--- config.mk ---
export PLATFORM = sky130hd
export DESIGN_NAME = mac_result_reader
export DESIGN_NICKNAME = d
export VERILOG_FILES = /design/src/rtl/mac_result_reader_pkg.sv /design/src/rtl/mac_result_reader_skid_fifo.sv /design/src/rtl/mac_result_reader.sv
export SDC_FILE = /design/constraint.sdc
export NUM_CORES = 1
export LEC_CHECK = 0
export CORE_MARGIN = 2
export CORE_UTILIZATION = 50
export CTS_CLUSTER_DIAMETER = 100
export DETAILED_ROUTE_END_ITERATION = 6
export PLACE_DENSITY_LB_ADDON = 0.05
export SLEW_MARGIN = 20
export SYNTH_ARGS = -nofsm -noshare
export SYNTH_HDL_FRONTEND = slang
export SYNTH_HIERARCHICAL = 1
export SYNTH_SLANG_ARGS = --single-unit
--- constraint.sdc ---
create_clock -name clk -period 7.1 [get_ports clk]
set_input_delay 1.42 -clock clk [delete_from_list [all_inputs] [get_ports clk]]
set_output_delay 1.42 -clock clk [all_outputs]
set_load 0.005 [all_outputs]
--- src/rtl/mac_result_reader_pkg.sv ---
// ---------------------------------------------------------------------------
// mac_result_reader_pkg
//   Shared definitions for the C-matrix result reader:
//   - reader_state_e : drain FSM states
//   - BUF_DEPTH      : depth of the output skid buffer
//   - BUF_CNT_W      : width of the buffer occupancy count
//   - result_width() : C element width derived from operand width and K,
//                      shared with the MAC stages so all agree on it.
// ---------------------------------------------------------------------------
package mac_result_reader_pkg;

  typedef enum logic [1:0] {
    ST_IDLE  = 2'd0,
    ST_READ  = 2'd1,
    ST_DRAIN = 2'd2,
    ST_DONE  = 2'd3
  } reader_state_e;

  localparam int unsigned BUF_DEPTH = 2;
  localparam int unsigned BUF_CNT_W = $clog2(BUF_DEPTH + 1);

  // A K-term sum of products of two init_w-bit operands needs
  // 2*init_w bits per product plus clog2(K) bits of carry growth.
  function automatic int unsigned result_width(input int unsigned init_w,
                                               input int unsigned k);
    return 2 * init_w + $clog2(k);
  endfunction

endpackage

--- src/rtl/mac_result_reader_skid_fifo.sv ---
// ---------------------------------------------------------------------------
// result_skid_fifo
//   Two-entry first-word-fall-through buffer between the synchronous-read
//   C memory and the valid/ready output. Simultaneous push and pop keeps
//   the count unchanged and preserves order. The caller guarantees no push
//   into a full buffer without a pop and no pop from an empty buffer.
//
// Ports:
//   clk, reset   : clock, synchronous active-high reset
//   push_i       : write push_data_i at the tail
//   push_data_i  : entry to write
//   pop_i        : retire the head entry
//   pop_data_o   : head entry (zero while empty)
//   count_o      : number of valid entries (0..2)
//   empty_o      : no valid entries
//   full_o       : both entries valid
// ---------------------------------------------------------------------------
module result_skid_fifo
  import mac_result_reader_pkg::*;
#(
  parameter int unsigned WIDTH = 8
) (
  input  logic                 clk,
  input  logic                 reset,
  input  logic                 push_i,
  input  logic [WIDTH-1:0]     push_data_i,
  input  logic                 pop_i,
  output logic [WIDTH-1:0]     pop_data_o,
  output logic [BUF_CNT_W-1:0] count_o,
  output logic                 empty_o,
  output logic                 full_o
);

  // With exactly two entries a single bit addresses the storage.
  logic [WIDTH-1:0]     mem_q [BUF_DEPTH];
  logic                 wr_ptr_q;
  logic                 rd_ptr_q;
  logic [BUF_CNT_W-1:0] count_q;
  logic [BUF_CNT_W-1:0] count_d;

  always_comb begin
    count_d = count_q;
    case ({push_i, pop_i})
      2'b10:   count_d = count_q + 1'b1;
      2'b01:   count_d = count_q - 1'b1;
      default: count_d = count_q;
    endcase
  end

  always_ff @(posedge clk) begin
    if (reset) begin
      wr_ptr_q <= 1'b0;
      rd_ptr_q <= 1'b0;
      count_q  <= '0;
    end else begin
      if (push_i) wr_ptr_q <= ~wr_ptr_q;
      if (pop_i)  rd_ptr_q <= ~rd_ptr_q;
      count_q <= count_d;
    end
  end

  // NOTE: the data storage has no reset; pointers and count define what is
  // valid, and the head is masked to zero while empty so nothing stale leaks.
  always_ff @(posedge clk) begin
    if (push_i) mem_q[wr_ptr_q] <= push_data_i;
  end

  assign empty_o    = (count_q == '0);
  assign full_o     = (count_q == BUF_CNT_W'(BUF_DEPTH));
  assign count_o    = count_q;
  assign pop_data_o = empty_o ? '0 : mem_q[rd_ptr_q];

endmodule

--- src/rtl/mac_result_reader.sv ---
// ---------------------------------------------------------------------------
// mac_result_reader
//   Drains the M x N result matrix C from its synchronous-read memory in
//   row-major order after the MAC stage signals done, and streams it over
//   valid/ready with out_last on C[M-1][N-1]. Reads are throttled so the
//   2-entry output buffer never overflows while still sustaining one
//   element per cycle when out_ready stays high.
//
// Ports:
//   clk, reset        : clock, synchronous active-high reset
//   start             : one-cycle pulse, honoured only when idle
//   matrix_c_re       : C memory read enable
//   row_addr_c/col_addr_c : C read address (held while not reading)
//   data_in_c         : C read data, valid one cycle after matrix_c_re
//   out_data/out_valid/out_ready/out_last : output stream
//   busy              : drain in progress
//   drain_done        : one-cycle pulse after the last handshake
// ---------------------------------------------------------------------------
module mac_result_reader
  import mac_result_reader_pkg::*;
#(
  parameter int unsigned M                        = 4,
  parameter int unsigned N                        = 4,
  parameter int unsigned K                        = 4,
  parameter int unsigned DATA_WIDTH_INIT_MATRIX   = 32,
  parameter int unsigned DATA_WIDTH_RESULT_MATRIX = result_width(DATA_WIDTH_INIT_MATRIX, K)
) (
  input  logic                                clk,
  input  logic                                reset,
  input  logic                                start,
  output logic                                matrix_c_re,
  output logic [$clog2(M)-1:0]                row_addr_c,
  output logic [$clog2(N)-1:0]                col_addr_c,
  input  logic [DATA_WIDTH_RESULT_MATRIX-1:0] data_in_c,
  output logic [DATA_WIDTH_RESULT_MATRIX-1:0] out_data,
  output logic                                out_valid,
  input  logic                                out_ready,
  output logic                                out_last,
  output logic                                busy,
  output logic                                drain_done
);

  localparam int unsigned RW = $clog2(M);
  localparam int unsigned CW = $clog2(N);
  localparam int unsigned DW = DATA_WIDTH_RESULT_MATRIX;
  localparam logic [RW-1:0] ROW_LAST = RW'(M - 1);
  localparam logic [CW-1:0] COL_LAST = CW'(N - 1);

  reader_state_e        state_q;
  logic [RW-1:0]        row_q;
  logic [CW-1:0]        col_q;
  logic                 in_flight_q;
  logic                 in_flight_last_q;
  logic                 busy_q;
  logic                 drain_done_q;

  logic                 issue;
  logic                 pop;
  logic                 at_last_addr;
  logic                 drained;
  logic [BUF_CNT_W-1:0] fifo_count;
  logic                 fifo_empty;
  logic                 fifo_full;
  logic [DW:0]          fifo_head;

  assign pop          = out_valid && out_ready;
  assign at_last_addr = (row_q == ROW_LAST) && (col_q == COL_LAST);

  // Occupancy the buffer would reach if another read is issued now: what is
  // stored, plus the read still in flight, minus the entry leaving this edge.
  // Gated by reset so an aborted drain issues no further reads.
  assign issue = !reset && (state_q == ST_READ) &&
                 ((3'(fifo_count) + 3'(in_flight_q)) < (3'(BUF_DEPTH) + 3'(pop)));

  // The buffer empties at this edge: nothing in flight and at most the head
  // entry left, which is being accepted now. Looking one edge ahead lets
  // drain_done follow the final handshake by exactly one cycle.
  assign drained = !in_flight_q &&
                   ((fifo_count == '0) || ((fifo_count == BUF_CNT_W'(1)) && pop));

  always_ff @(posedge clk) begin
    if (reset) begin
      state_q          <= ST_IDLE;
      row_q            <= '0;
      col_q            <= '0;
      in_flight_q      <= 1'b0;
      in_flight_last_q <= 1'b0;
      busy_q           <= 1'b0;
      drain_done_q     <= 1'b0;
    end else begin
      in_flight_q      <= issue;
      in_flight_last_q <= issue && at_last_addr;
      drain_done_q     <= 1'b0;
      case (state_q)
        ST_IDLE: begin
          if (start) begin
            state_q <= ST_READ;
            row_q   <= '0;
            col_q   <= '0;
            busy_q  <= 1'b1;
          end
        end
        ST_READ: begin
          if (issue) begin
            if (at_last_addr) begin
              // Counters stay on the final address so the port holds it.
              state_q <= ST_DRAIN;
            end else if (col_q == COL_LAST) begin
              col_q <= '0;
              row_q <= row_q + 1'b1;
            end else begin
              col_q <= col_q + 1'b1;
            end
          end
        end
        ST_DRAIN: begin
          if (drained) begin
            state_q      <= ST_DONE;
            busy_q       <= 1'b0;
            drain_done_q <= 1'b1;
          end
        end
        ST_DONE: begin
          // A start landing on the drain_done cycle is deliberately dropped.
          state_q <= ST_IDLE;
        end
        default: state_q <= ST_IDLE;
      endcase
    end
  end

  result_skid_fifo #(
    .WIDTH(DW + 1)
  ) u_fifo (
    .clk         (clk),
    .reset       (reset),
    .push_i      (in_flight_q),
    .push_data_i ({in_flight_last_q, data_in_c}),
    .pop_i       (pop),
    .pop_data_o  (fifo_head),
    .count_o     (fifo_count),
    .empty_o     (fifo_empty),
    .full_o      (fifo_full)
  );

  assign matrix_c_re = issue;
  assign row_addr_c  = row_q;
  assign col_addr_c  = col_q;
  assign out_valid   = !fifo_empty;
  assign out_data    = fifo_head[DW-1:0];
  assign out_last    = fifo_head[DW];
  assign busy        = busy_q;
  assign drain_done  = drain_done_q;

  // Full is implied by the issue rule; kept on the sub-module for reuse.
  logic unused_full;
  assign unused_full = fifo_full;

endmodule

---- Word-level counts from Yosys, hierarchy flattened ----
Memory sizes are Yosys's and may differ from the RTL's. A register that Yosys moved wholly into a read port is not among the register bits.
Cells that the tools add are included.
cells by class
  mux-type cells .......................... 24
  eq/ne operators ......................... 14
  reduce and logical (&&, ||, !) cells .... 21
  bitwise gates (word level) .............. 3
  add/subtract/negate cells ............... 6
  $lt $le $gt $ge ......................... 1
  shift operators ......................... 0
  multiply operators ...................... 0
  divide/modulo/power cells ............... 0
operator list
  operator             count
  $mux 67              1
  $mux 2               11
  $pmux 2 s2           3
  $eq 2x2->1 const B   5
  $ne 2x2->1 const B   5
  $pmux 2 s4           1
  $reduce_and 4->1     2
  $logic_and 1x1->1    7
  $mux 1               7
  $add 2x1->2 const B  3
  $eq 2x1->1 const B   3
  $reduce_bool 2->1    3
  $reduce_and 5->1     1
  $logic_not 2->1      2
  $add 2x1->3          1
  $add 2x1->3 const A  1
  $logic_not 1->1      3
  $lt 3x3->1           1
  $not 1->1            3
  $reduce_and 3->1     1
  $ne 2x1->1 const B   1
  $pmux 1 s2           1
  $reduce_or 2->1      1
  $sub 2x1->2 const B  1
  $logic_or 1x1->1     1
storage, ports and cells
  bits in writable memories ............... 134
  latch bits .............................. 0
  memories ................................ 1
  bits in read-only memories .............. 0
  input port bits ......................... 70
  flip-flop bits (word level) ............. 14
  output and inout bits ................... 75
  word-level logic and storage cells ...... 80
memories
  name          words  bits a word  rd ports  clocked after Yosys merged registers in  write ports  RTL line                           source
  u_fifo.mem_q  2      67           1         1                                        1            mac_result_reader_skid_fifo.sv:35  logic [WIDTH-1:0] mem_q [BUF_DEPTH];

---- Depth between registers and ports, before layout ----
  word-level depth ........................ 8
  depth in mapped cells ................... 7
  gate-level depth less buffers ........... 6

---- Modules after synthesis ----
The synthesis kept the hierarchy.
by module, submodules not included
  module             cells each  area each (µm²)  instances  seq. area each (µm²)
  result_skid_fifo   305         5240.0           1          4124.0
  mac_result_reader  77          654.4            1          200.2

---- Worst setup path after synthesis ----
No wires, ideal clock.
  path type ............................... register -> register
  from .................................... register in_flight_q
  to ...................................... memory u_fifo/mem_q[0][0] (netlist bit), enable pin
  setup time .............................. 492 ps
  period minus slack after synthesis ...... 3743 ps
  data required time ...................... 6608 ps
  arrival ................................. 3251 ps
  buffers on the path ..................... 0
  cell stages (with the launch flop) ...... 3
  path slack .............................. 3357 ps
  cell sequence ........................... dfxtp_1 inv_1 nor2_1
on the way
  cells in the longest elaborated chain, start to end .. 2
RTL lines
  element                       RTL line                           source
  start, declared               mac_result_reader.sv:52            logic in_flight_q;
  start signal, assigned        mac_result_reader.sv:91            in_flight_q <= issue;
  $mux 1                        mac_result_reader_skid_fifo.sv:65  if (push_i) mem_q[wr_ptr_q] <= push_data_i;
  $mux 1 (not written as such)  mac_result_reader_skid_fifo.sv:65
  end, declared                 mac_result_reader_skid_fifo.sv:35
Every way passes these cells.

---- Final worst setup path ----
  from .................................... input out_ready
  to ...................................... output matrix_c_re
on the way
  cells in the longest elaborated chain, start to end .. 4
RTL lines
  element            RTL line                 source
  start, declared    mac_result_reader.sv:37  input logic out_ready,
  $logic_and 1x1->1  mac_result_reader.sv:66  assign pop = out_valid && out_ready;
  $add 2x1->3        mac_result_reader.sv:73  ((3'(fifo_count) + 3'(in_flight_q)) < (3'(BUF_DEPTH) + 3'(pop)));
  $lt 3x3->1         mac_result_reader.sv:73
  $logic_and 1x1->1  mac_result_reader.sv:72  assign issue = !reset && (state_q == ST_READ) &&
  end, declared      mac_result_reader.sv:31  output logic matrix_c_re,
Every way passes these cells.

==> metrics.cfg <==
[floorplanning]
rows = 39
pin_count = 145
core_area_sq_mm = 0.0115
dieWidth_microns = 113
dieArea_sq_mm = 0.0127
die_h_microns = 113
start_util = 0.513

[cts]
root_buffer = clkbuf_16
path_clk_slew_ns = 0.05
cts-htree-levels = 4
clock_path_buffers = 2
postCtsHoldBufs = 0
cts_resized = 0
cts_buffers = 17
postCtsSetupBuffers = 0
clock_latency_ns = 0.42
cts_tree = done
cts_sinks = 149

[yosys]
syn_nets = 460
netlist_instances = 381
ys_warn_count = 6
syn_area_per_cell_sq_um = 15.5
syn_area_sq_mm = 0.00589

[power]
p_leak_nw = 2.62
power_mw = 2.75
powerDensity_mw_per_mm2 = 346
ir_drop_uv = 206

[timing]
hold_ws_ns = 0.435
finalClockSkew_ns = 0.00325
setup_violations = 0
min_period_ns = 4.78
hold_viol = 0
grt_setup_unrepaired = no
tightest_slew_ns = 0.993
post-route-period-util = 0.674
slew_headroom = 0.338
fmaxAchievable_ghz = 0.209
final_max_slew_viol_count = 0
setup-tns-final_ns = 0

[detailed_routing]
dr.pass1.iters = 4
via_count = 3537
wire_per_inst_microns = 16.8
drt_first_iter_violations = 207
routed_wl_microns = 11500
drc = 0
drtAntennaViolNets = 0
via_per_inst = 5.18

[layout]
final_layout_size_suffix_gt1_frac = 0.0611
final_core_util = 0.694
fin_area_sq_mm = 0.00795
layout_commonest_cell = clkdlybuf4s50_1
multiInputGateArea_sq_mm = 0.00145
fillers = 814
nets = 608
antenna_cells = 0
seq_area_sq_mm = 0.00433
area_growth_pct = 35.1
layout_common_cells = clkdlybuf4s50_1 (144), edfxtp_1 (134), nor2_1 (74)

[place]
place_congestion = 0.828
io_buffer_count = 144
dpl-instance-area_sq_mm = 0.00745
detailed_place_hpwl_microns = 7140

[status]
status = complete, no violations

[global_routing]
grt_max_degree = 71
grt_pass1_wl_microns = 18100
grt.overflow.total = 0
grt_pass1_vias = 3663
grt_antenna_before_repair = 0
grt_usage = 0.188

[setup_path]
r2r_setup_slack_ns = 4.78
r2r-start = u_fifo/count_o[1]
critical_path_class = input port to output port
required_ns = 5.68
reg2reg_depth = 6
r2r-end = state_q[0]
arrival_ns = 3.36
end_kind = output port
critical_path_peak_fanout = 4
critPathLaunchType = input port

[worst_hold_path]
hold_end = u_fifo/mem_q[1][66]
hp-class = flop to flop
hp-start = in_flight_last_q
holdPathStages = 0

[job]
cap_violations = 0

[per-stage QoR]
stage                     cells  setup WS [ns]
final                       683           2.32
after global routing        683           2.20
after CTS                   683           2.31
after detailed placement    653           2.31
after global placement      653           2.36
after floorplan             381           3.36
[state kept, by name (all words and copies together) (netlist names), named ones only]
register,flops
row_addr_c,2
state_q,2
u_fifo/rd_ptr_q,1
drain_done,1
u_fifo/wr_ptr_q,1
in_flight_last_q,1
busy,1
in_flight_q,1
u_fifo/mem_q,134
u_fifo/count_o,2
col_addr_c,2
[layer usage]
metal | share of wire | wire length (microns) | GRT usage
met5 | 0 | 0 | 0
met4 | 0.014 | 157 | 0.0740
met3 | 0.060 | 685 | 0.0670
met2 | 0.51 | 5850 | 0.318
met1 | 0.42 | 4760 | 0.221
[worst max-delay path by stage]
stage / from / to / slack, ns / cells past startpoint
CTS: out_ready / matrix_c_re / 2.31 / 4
detailed placement: out_ready / matrix_c_re / 2.31 / 4
global placement: out_ready / matrix_c_re / 2.36 / 4
global route: out_ready / matrix_c_re / 2.20 / 4
finish: out_ready / matrix_c_re / 2.32 / 4
floorplan: in_flight_q / u_fifo/mem_q[0][0] / 3.36 / 2
[layout make-up]
cell class / count / share of cell area
clock inverter: 9 / 0.00802
inverter: 8 / 0.00378
tap: 143 / 0.0225
sequential: 149 / 0.544
clock buffer: 21 / 0.0554
timing repair buffer: 147 / 0.184
multi-input combinational: 206 / 0.182
[report_power, final]
part | internal [mW] | leakage (nW) | switching [mW] | total, mW
registers | 1.08 | 1.34 | 0.0460 | 1.12
clock network | 0.468 | 0.248 | 0.308 | 0.776
logic | 0.444 | 1.03 | 0.407 | 0.851
[worst max-delay path: stages]
cell	delay [ns]
clkdlybuf4s50_1	0.49
or3b_4	0.41
a2111oi_2	0.46
clkdlybuf4s50_1	0.58
Power figures use the tool's default switching activity.
